File: src/rtl/la_pkg.sv
// Shared constants, stage state encoding and packet field helpers for the
// logic-analyser RLE trace decoder.
package la_pkg;

  localparam int              LA_DATA_W   = 24;
  localparam int              LA_RC_W     = 8;
  localparam logic [7:0]      LA_RC_MAX   = 8'hFF;
  localparam logic [31:0]     LA_NULL_PKT = 32'h0;

  // A stage either sits empty or is expanding a packet into samples.
  typedef enum logic {
    ST_IDLE   = 1'b0,
    ST_EXPAND = 1'b1
  } stage_state_e;

  // Repeat count lives in the top byte of a trace packet.
  function automatic logic [LA_RC_W-1:0] la_pkt_rc(input logic [31:0] pkt);
    return pkt[31 -: LA_RC_W];
  endfunction

  // Sample value lives in the low bits of a trace packet.
  function automatic logic [LA_DATA_W-1:0] la_pkt_data(input logic [31:0] pkt);
    return pkt[LA_DATA_W-1:0];
  endfunction

endpackage

File: src/rtl/la_rle_stage.sv
// One packet slot of the decoder: holds sample value, remaining repeat count,
// null/last flags and an IDLE/EXPAND state. Used for both the current
// (expanding) slot and the one-entry prefetch slot.
module la_rle_stage
  import la_pkg::*;
#(
  parameter int DATA_W = LA_DATA_W,
  parameter int RC_W   = LA_RC_W
) (
  input  logic              clk,
  input  logic              rst_n,
  input  logic              flush,
  input  logic              load,
  input  logic              drop,
  input  logic              dec,
  input  logic [DATA_W-1:0] ld_data,
  input  logic [RC_W-1:0]   ld_rem,
  input  logic              ld_null,
  input  logic              ld_last,
  output logic [DATA_W-1:0] data_q,
  output logic [RC_W-1:0]   rem_q,
  output logic              null_q,
  output logic              last_q,
  output logic              valid
);

  stage_state_e      state_q, state_d;
  logic [DATA_W-1:0] data_d;
  logic [RC_W-1:0]   rem_d;
  logic              null_d;
  logic              last_d;

  // Next-state: flush beats load, load beats drop, drop beats decrement.
  always_comb begin
    state_d = state_q;
    data_d  = data_q;
    rem_d   = rem_q;
    null_d  = null_q;
    last_d  = last_q;
    if (flush) begin
      state_d = ST_IDLE;
    end else if (load) begin
      state_d = ST_EXPAND;
      data_d  = ld_data;
      rem_d   = ld_rem;
      null_d  = ld_null;
      last_d  = ld_last;
    end else if (drop) begin
      state_d = ST_IDLE;
    end else if (dec) begin
      rem_d   = rem_q - RC_W'(1);
    end
  end

  // Slot registers, cleared asynchronously so no partial packet survives reset.
  always_ff @(posedge clk or negedge rst_n) begin
    if (!rst_n) begin
      state_q <= ST_IDLE;
      data_q  <= '0;
      rem_q   <= '0;
      null_q  <= 1'b0;
      last_q  <= 1'b0;
    end else begin
      state_q <= state_d;
      data_q  <= data_d;
      rem_q   <= rem_d;
      null_q  <= null_d;
      last_q  <= last_d;
    end
  end

  assign valid = (state_q == ST_EXPAND);

endmodule

File: src/rtl/la_rle_decoder.sv
// Run-length trace decoder: accepts {rc, data} packets on an AXI-stream style
// input and expands each into rc samples. A current slot expands while a
// one-entry prefetch slot absorbs the next packet so packets flow without
// bubbles. dec_enable low flushes both slots on the next edge.
module la_rle_decoder
  import la_pkg::*;
#(
  parameter int DATA_W = LA_DATA_W,
  parameter int RC_W   = LA_RC_W
) (
  input  logic              axis_clk,
  input  logic              axis_rst_n,
  input  logic [31:0]       s_tdata,
  input  logic              s_tvalid,
  output logic              s_tready,
  input  logic              s_tlast,
  input  logic [1:0]        s_tuser,
  input  logic              dec_enable,
  output logic [DATA_W-1:0] smp_data,
  output logic              smp_valid,
  output logic              smp_unknown,
  output logic              smp_last,
  input  logic              smp_ready,
  output logic [31:0]       sample_cnt,
  output logic [15:0]       null_cnt,
  output logic              fmt_err,
  input  logic              err_clr
);

  // Packet decode
  logic [RC_W-1:0]   pkt_rc;
  logic [DATA_W-1:0] pkt_data;
  logic [RC_W-1:0]   pkt_rem;
  logic              pkt_null;
  logic              pkt_bad;

  // Slot outputs
  logic [DATA_W-1:0] cur_data, hold_data;
  logic [RC_W-1:0]   cur_rem, hold_rem;
  logic              cur_null, hold_null;
  logic              cur_last, hold_last;
  logic              cur_valid, hold_valid;

  // Slot controls
  logic              flush;
  logic              accept;
  logic              smp_hs;
  logic              cur_fin;
  logic              cur_from_hold;
  logic              cur_from_pkt;
  logic              cur_load;
  logic              hold_load;
  logic              hold_valid_next;
  logic [DATA_W-1:0] cur_ld_data;
  logic [RC_W-1:0]   cur_ld_rem;
  logic              cur_ld_null;
  logic              cur_ld_last;

  // Registered status
  logic              s_tready_q, s_tready_d;
  logic [31:0]       sample_cnt_q, sample_cnt_d;
  logic [15:0]       null_cnt_q, null_cnt_d;
  logic              fmt_err_q, fmt_err_d;

  // Sideband user bits carry nothing for this decoder.
  logic              unused_tuser;
  assign unused_tuser = ^s_tuser;

  // A null packet and a malformed rc=0 packet both collapse to a single sample.
  assign pkt_rc   = s_tdata[31 -: RC_W];
  assign pkt_data = s_tdata[DATA_W-1:0];
  assign pkt_null = (s_tdata == LA_NULL_PKT);
  assign pkt_bad  = (pkt_rc == '0) && !pkt_null;
  assign pkt_rem  = (pkt_rc == '0) ? RC_W'(1) : pkt_rc;

  assign flush   = ~dec_enable;
  assign accept  = s_tvalid & s_tready_q;
  assign smp_hs  = cur_valid & smp_ready;
  assign cur_fin = smp_hs & (cur_rem == RC_W'(1));

  // Slot steering: s_tready only rises with hold empty, so an accepted packet
  // goes straight to the current slot when it is free, otherwise to hold.
  always_comb begin
    cur_from_hold   = cur_fin & hold_valid;
    cur_from_pkt    = accept & ~hold_valid & (~cur_valid | cur_fin);
    cur_load        = cur_from_hold | cur_from_pkt;
    hold_load       = accept & ~cur_from_pkt;
    hold_valid_next = dec_enable & (hold_load | (hold_valid & ~cur_from_hold));
    cur_ld_data     = cur_from_hold ? hold_data : pkt_data;
    cur_ld_rem      = cur_from_hold ? hold_rem  : pkt_rem;
    cur_ld_null     = cur_from_hold ? hold_null : pkt_null;
    cur_ld_last     = cur_from_hold ? hold_last : s_tlast;
  end

  la_rle_stage #(
    .DATA_W (DATA_W),
    .RC_W   (RC_W)
  ) u_cur (
    .clk     (axis_clk),
    .rst_n   (axis_rst_n),
    .flush   (flush),
    .load    (cur_load),
    .drop    (cur_fin),
    .dec     (smp_hs),
    .ld_data (cur_ld_data),
    .ld_rem  (cur_ld_rem),
    .ld_null (cur_ld_null),
    .ld_last (cur_ld_last),
    .data_q  (cur_data),
    .rem_q   (cur_rem),
    .null_q  (cur_null),
    .last_q  (cur_last),
    .valid   (cur_valid)
  );

  la_rle_stage #(
    .DATA_W (DATA_W),
    .RC_W   (RC_W)
  ) u_hold (
    .clk     (axis_clk),
    .rst_n   (axis_rst_n),
    .flush   (flush),
    .load    (hold_load),
    .drop    (cur_from_hold),
    .dec     (1'b0),
    .ld_data (pkt_data),
    .ld_rem  (pkt_rem),
    .ld_null (pkt_null),
    .ld_last (s_tlast),
    .data_q  (hold_data),
    .rem_q   (hold_rem),
    .null_q  (hold_null),
    .last_q  (hold_last),
    .valid   (hold_valid)
  );

  // Ready, counters and sticky error: counters freeze while disabled,
  // err_clr overrides a same-cycle error set.
  always_comb begin
    s_tready_d   = dec_enable & ~hold_valid_next;
    sample_cnt_d = sample_cnt_q;
    null_cnt_d   = null_cnt_q;
    fmt_err_d    = fmt_err_q;
    if (dec_enable && smp_hs && (sample_cnt_q != '1)) begin
      sample_cnt_d = sample_cnt_q + 32'd1;
    end
    if (dec_enable && accept && pkt_null && (null_cnt_q != '1)) begin
      null_cnt_d = null_cnt_q + 16'd1;
    end
    if (err_clr) begin
      fmt_err_d = 1'b0;
    end else if (dec_enable && accept && pkt_bad) begin
      fmt_err_d = 1'b1;
    end
  end

  // Status registers with asynchronous reset.
  always_ff @(posedge axis_clk or negedge axis_rst_n) begin
    if (!axis_rst_n) begin
      s_tready_q   <= 1'b0;
      sample_cnt_q <= '0;
      null_cnt_q   <= '0;
      fmt_err_q    <= 1'b0;
    end else begin
      s_tready_q   <= s_tready_d;
      sample_cnt_q <= sample_cnt_d;
      null_cnt_q   <= null_cnt_d;
      fmt_err_q    <= fmt_err_d;
    end
  end

  assign s_tready    = s_tready_q;
  assign smp_valid   = cur_valid;
  assign smp_data    = cur_data;
  assign smp_unknown = cur_valid & cur_null;
  assign smp_last    = cur_valid & cur_last & (cur_rem == RC_W'(1));
  assign sample_cnt  = sample_cnt_q;
  assign null_cnt    = null_cnt_q;
  assign fmt_err     = fmt_err_q;

endmodule

File: config.mk
export PLATFORM = sky130hd
export DESIGN_NAME = la_rle_decoder
export DESIGN_NICKNAME = d
export VERILOG_FILES = /design/src/rtl/la_pkg.sv /design/src/rtl/la_rle_stage.sv /design/src/rtl/la_rle_decoder.sv
export SDC_FILE = /design/constraint.sdc
export NUM_CORES = 1
export LEC_CHECK = 0
export CORE_ASPECT_RATIO = 0.5
export CORE_MARGIN = 8
export CORE_UTILIZATION = 32
export DETAILED_ROUTE_END_ITERATION = 10
export SYNTH_ARGS = -nofsm -noshare
export SYNTH_HDL_FRONTEND = slang
export SYNTH_SLANG_ARGS = --single-unit
File: constraint.sdc
create_clock -name axis_clk -period 2.85 [get_ports axis_clk]
set_input_delay 0.57 -clock axis_clk [delete_from_list [all_inputs] [get_ports axis_clk]]
set_output_delay 0.57 -clock axis_clk [all_outputs]
set_load 0.005 [all_outputs]
==> impl_metrics.tcl <==
set metrics [dict create \
    htree_levels 4 \
    fin_setup_tns_ns 0 \
    postRouteAntennaNets 0 \
    synth-compound-area-share_pct 8.17 \
    period_share_pct 94.4 \
    worstSetupStartpointType "flip-flop" \
    cap_viol_max_count 0 \
    synthAdderAreaFrac_pct 0.886 \
    grt_max_degree 60 \
    yosys.area.top_type "dfrtp_1" \
    rsz0062_at_grt "false" \
    cts_tree "done" \
    criticalPathCategory "reg -> out" \
    drc 0 \
    synth.cell_area_um2 5650 \
    cp_top_family "simple AND/OR/NAND/NOR gates" \
    period_needed_ns 2.69 \
    grt_pass1_wl_mm 23.6 \
    critPathRequiredTime_ns 2.28 \
    synth_top_family_by_area "simple AND/OR/NAND/NOR gates" \
    hold_path_class "in -> async" \
    synth_common_cells "120 x dfrtp_1, 58 x nand2_1, 33 x xnor2_1" \
    routed_wl_mm 14.4 \
    globalplace.congestion 0.797 \
    numCtsBuffers 17 \
    syn2layout_area_growth_pct 37.5 \
    netlist_instances 493 \
    n_antenna_cell 0 \
    worstSetupEndpointType "output pin" \
    synthFlopType "dfrtp_1" \
    yosysSeqAreaShare_pct 53.1 \
    synth_top_cell_area_share_pct 53.1 \
    slowest_stage "or4b_4" \
    rows 34 \
    clk-insertion-delay-late_ns 0.41 \
    die_w_um 204 \
    synth_xor_area_share_pct 6.82 \
    post_drt_wl_per_cell_um 16.4 \
    antenna_found_initial 0 \
    core_area_um2 17300 \
    vdd_drop_max_uv 449 \
    p_leak_nw 3.51 \
    fin_nets 675 \
    synth_edf_count 0 \
    vias 4227 \
    syn_avg_cell_area_um2 11.5 \
    pin_count 118 \
    cts.sinks 120 \
    grt_pass1_vias 4377 \
    synthMuxAreaShare_pct 13.1 \
    drt_iter0_markers 194 \
    syn_nets 538 \
    whs_ns 0.163 \
    grt_usage_pct 13.4 \
    drv_slew 0 \
    cp_slowest_stage_delay_ns 0.49 \
    synth_simple_gate_area_share_pct 15.5 \
    synth_seq_cells 120 \
    path_cells "inv_1 -> ha_1 -> or4b_4 -> nor2_4 -> and3_1 -> dlygate4sd2_1" \
    cp.arrival_ns 2.12 \
    hold_viol 0 \
    path_buf_inv 2 \
    synth_most_common_cell "dfrtp_1" \
    slew_headroom_pct 52.4 \
    detailedRoute.firstPassIterationCount 4 \
    hpwl_mm 10.2 \
    tightest_slew_ns 0.712 \
    finalSetupViolations 0 \
    synth_cell_type_count 49 \
    cts_max_path_buffers 2 \
    synth_area_leaders "dfrtp_1 53%, mux2_2 5.6%, mux2i_1 5.1%" \
    crit_path_max_fanout 4 \
    vias_per_cell 4.83 \
    max_freq_mhz 372 \
    port_buffers 115 \
    die_y_um 110 \
    die-area_um2 22400 \
    initial_utilization_pct 32.6 \
    yosysWarnings 0 \
    layout-drive-gt1-share_pct 14.5 \
    r2r_slack_ns 0.16 \
    status "finished clean" \
    overflow 0 \
    p_per_area_nw_per_um2 679 \
    async_reset_ff_share_pct 100 \
    cts-root-buf "clkbuf_16" \
    skew_ns 0.0113 \
    clkTransAtPathRegs_ns 0.06 \
]
[registers in the layout, indices dropped and copies added, names as in the netlist, 8 cells and up]
| name | count |
|---|---|
| u_cur.data_q | 24 |
| u_cur.rem_q | 8 |
| u_hold.data_q | 24 |
| null_cnt | 16 |
| u_hold.rem_q | 8 |
| sample_cnt | 32 |
[worst reg2reg max path, stage by stage, from the launching register on]
cell and delay, ns:
dfrtp_1 0.41, inv_1 0.09, ha_1 0.15, or4b_4 0.49, buf_4 0.18, or4_4 0.68, mux2_4 0.35, nand2_1 0.10
o311ai_1 0.10
[logic make-up after synthesis]
group | count (synthesis)
and+or+nand+nor | 164
DFF | 120
AOI/OAI and AO/OA | 68
muxes | 68
xor gates and xnor gates | 44
buffers and inverters | 25
adders and majority gates | 4
[layer usage]
metal	global-route usage, %	vias up	share of wire, %
met5	0	-	0
met4	4.79	0	0.95
met3	3.94	10	4.1
met2	21.7	70	48
met1	17.0	2074	47
li1	-	2073	-
[stage by stage]
stage | cell area [um2] | util [%] | instances | setup slack (ns) | power [mW]
3_3_place_gp | 7170 | 41.4 | 843 | 0.0603 | 3.18
3_5_place_dp | 7170 | 41.4 | 843 | 0.0165 | 3.21
6_report | 7770 | 44.9 | 875 | 0.160 | 5.28
2_1_floorplan | 5650 | - | 493 | 0.535 | 2.71
5_1_grt | 7770 | 44.9 | 875 | 0.0441 | 5.58
4_1_cts | 7760 | 44.8 | 875 | 0.0248 | 5.36
[timing repair]
item | CTS | global route
setup buffers | 1 | 0
gates resized for setup | 3 | 1
endpoints found under the setup margin | 3 | 15
cloned | 1 | 0
hold buffers | 0 | 0
[cell usage in the layout, fill, tap and decap left out, drive strengths merged, types with 3 or more instances in the layout]
master / count
and2: 5
nand4: 15
a21oi: 7
ha: 4
nand2: 58
o311ai: 3
xnor2: 33
o21ai: 35
inv: 7
o221ai: 3
dfrtp: 120
o211ai: 4
clkdlybuf4s50: 113
and4: 7
and3: 18
clkbuf: 23
nor4: 12
a31oi: 3
nand3: 19
nor3: 6
mux2: 39
xor2: 11
nor2: 13
mux2i: 29
buf: 22
[report_power, final]
part | internal (mW) | switching [mW] | total (mW) | leakage, nW
logic | 0.530 | 0.362 | 0.893 | 1.67
registers | 2.05 | 0.238 | 2.28 | 1.55
clock network | 1.35 | 0.755 | 2.10 | 0.276
[final timing paths]
kind,start,to,cells after the start
max,u_cur.rem_q[1],smp_last,6
min reg2reg,u_cur.data_q[21],u_cur.data_q[21],2
min in group axis_clk,u_cur.data_q[21],u_cur.data_q[21],2
max in group asynchronous,axis_rst_n,sample_cnt[3],2
max reg2reg,u_cur.rem_q[1],u_cur.rem_q[7],8
min,axis_rst_n,u_cur.data_q[16],1
[area by class of cell]
| cell class | count | area (um2) |
|---|---|---|
| Sequential cell | 120 | 3000 |
| Tap cell | 234 | 293 |
| Multi-Input combinational cell | 349 | 2550 |
| Inverter | 6 | 22.5 |
| Fill cell | 1614 | 9540 |
| Timing Repair Buffer | 136 | 1330 |
| Clock inverter | 7 | 93.8 |
| Clock buffer | 23 | 478 |
(Power assumes the default switching activity.)
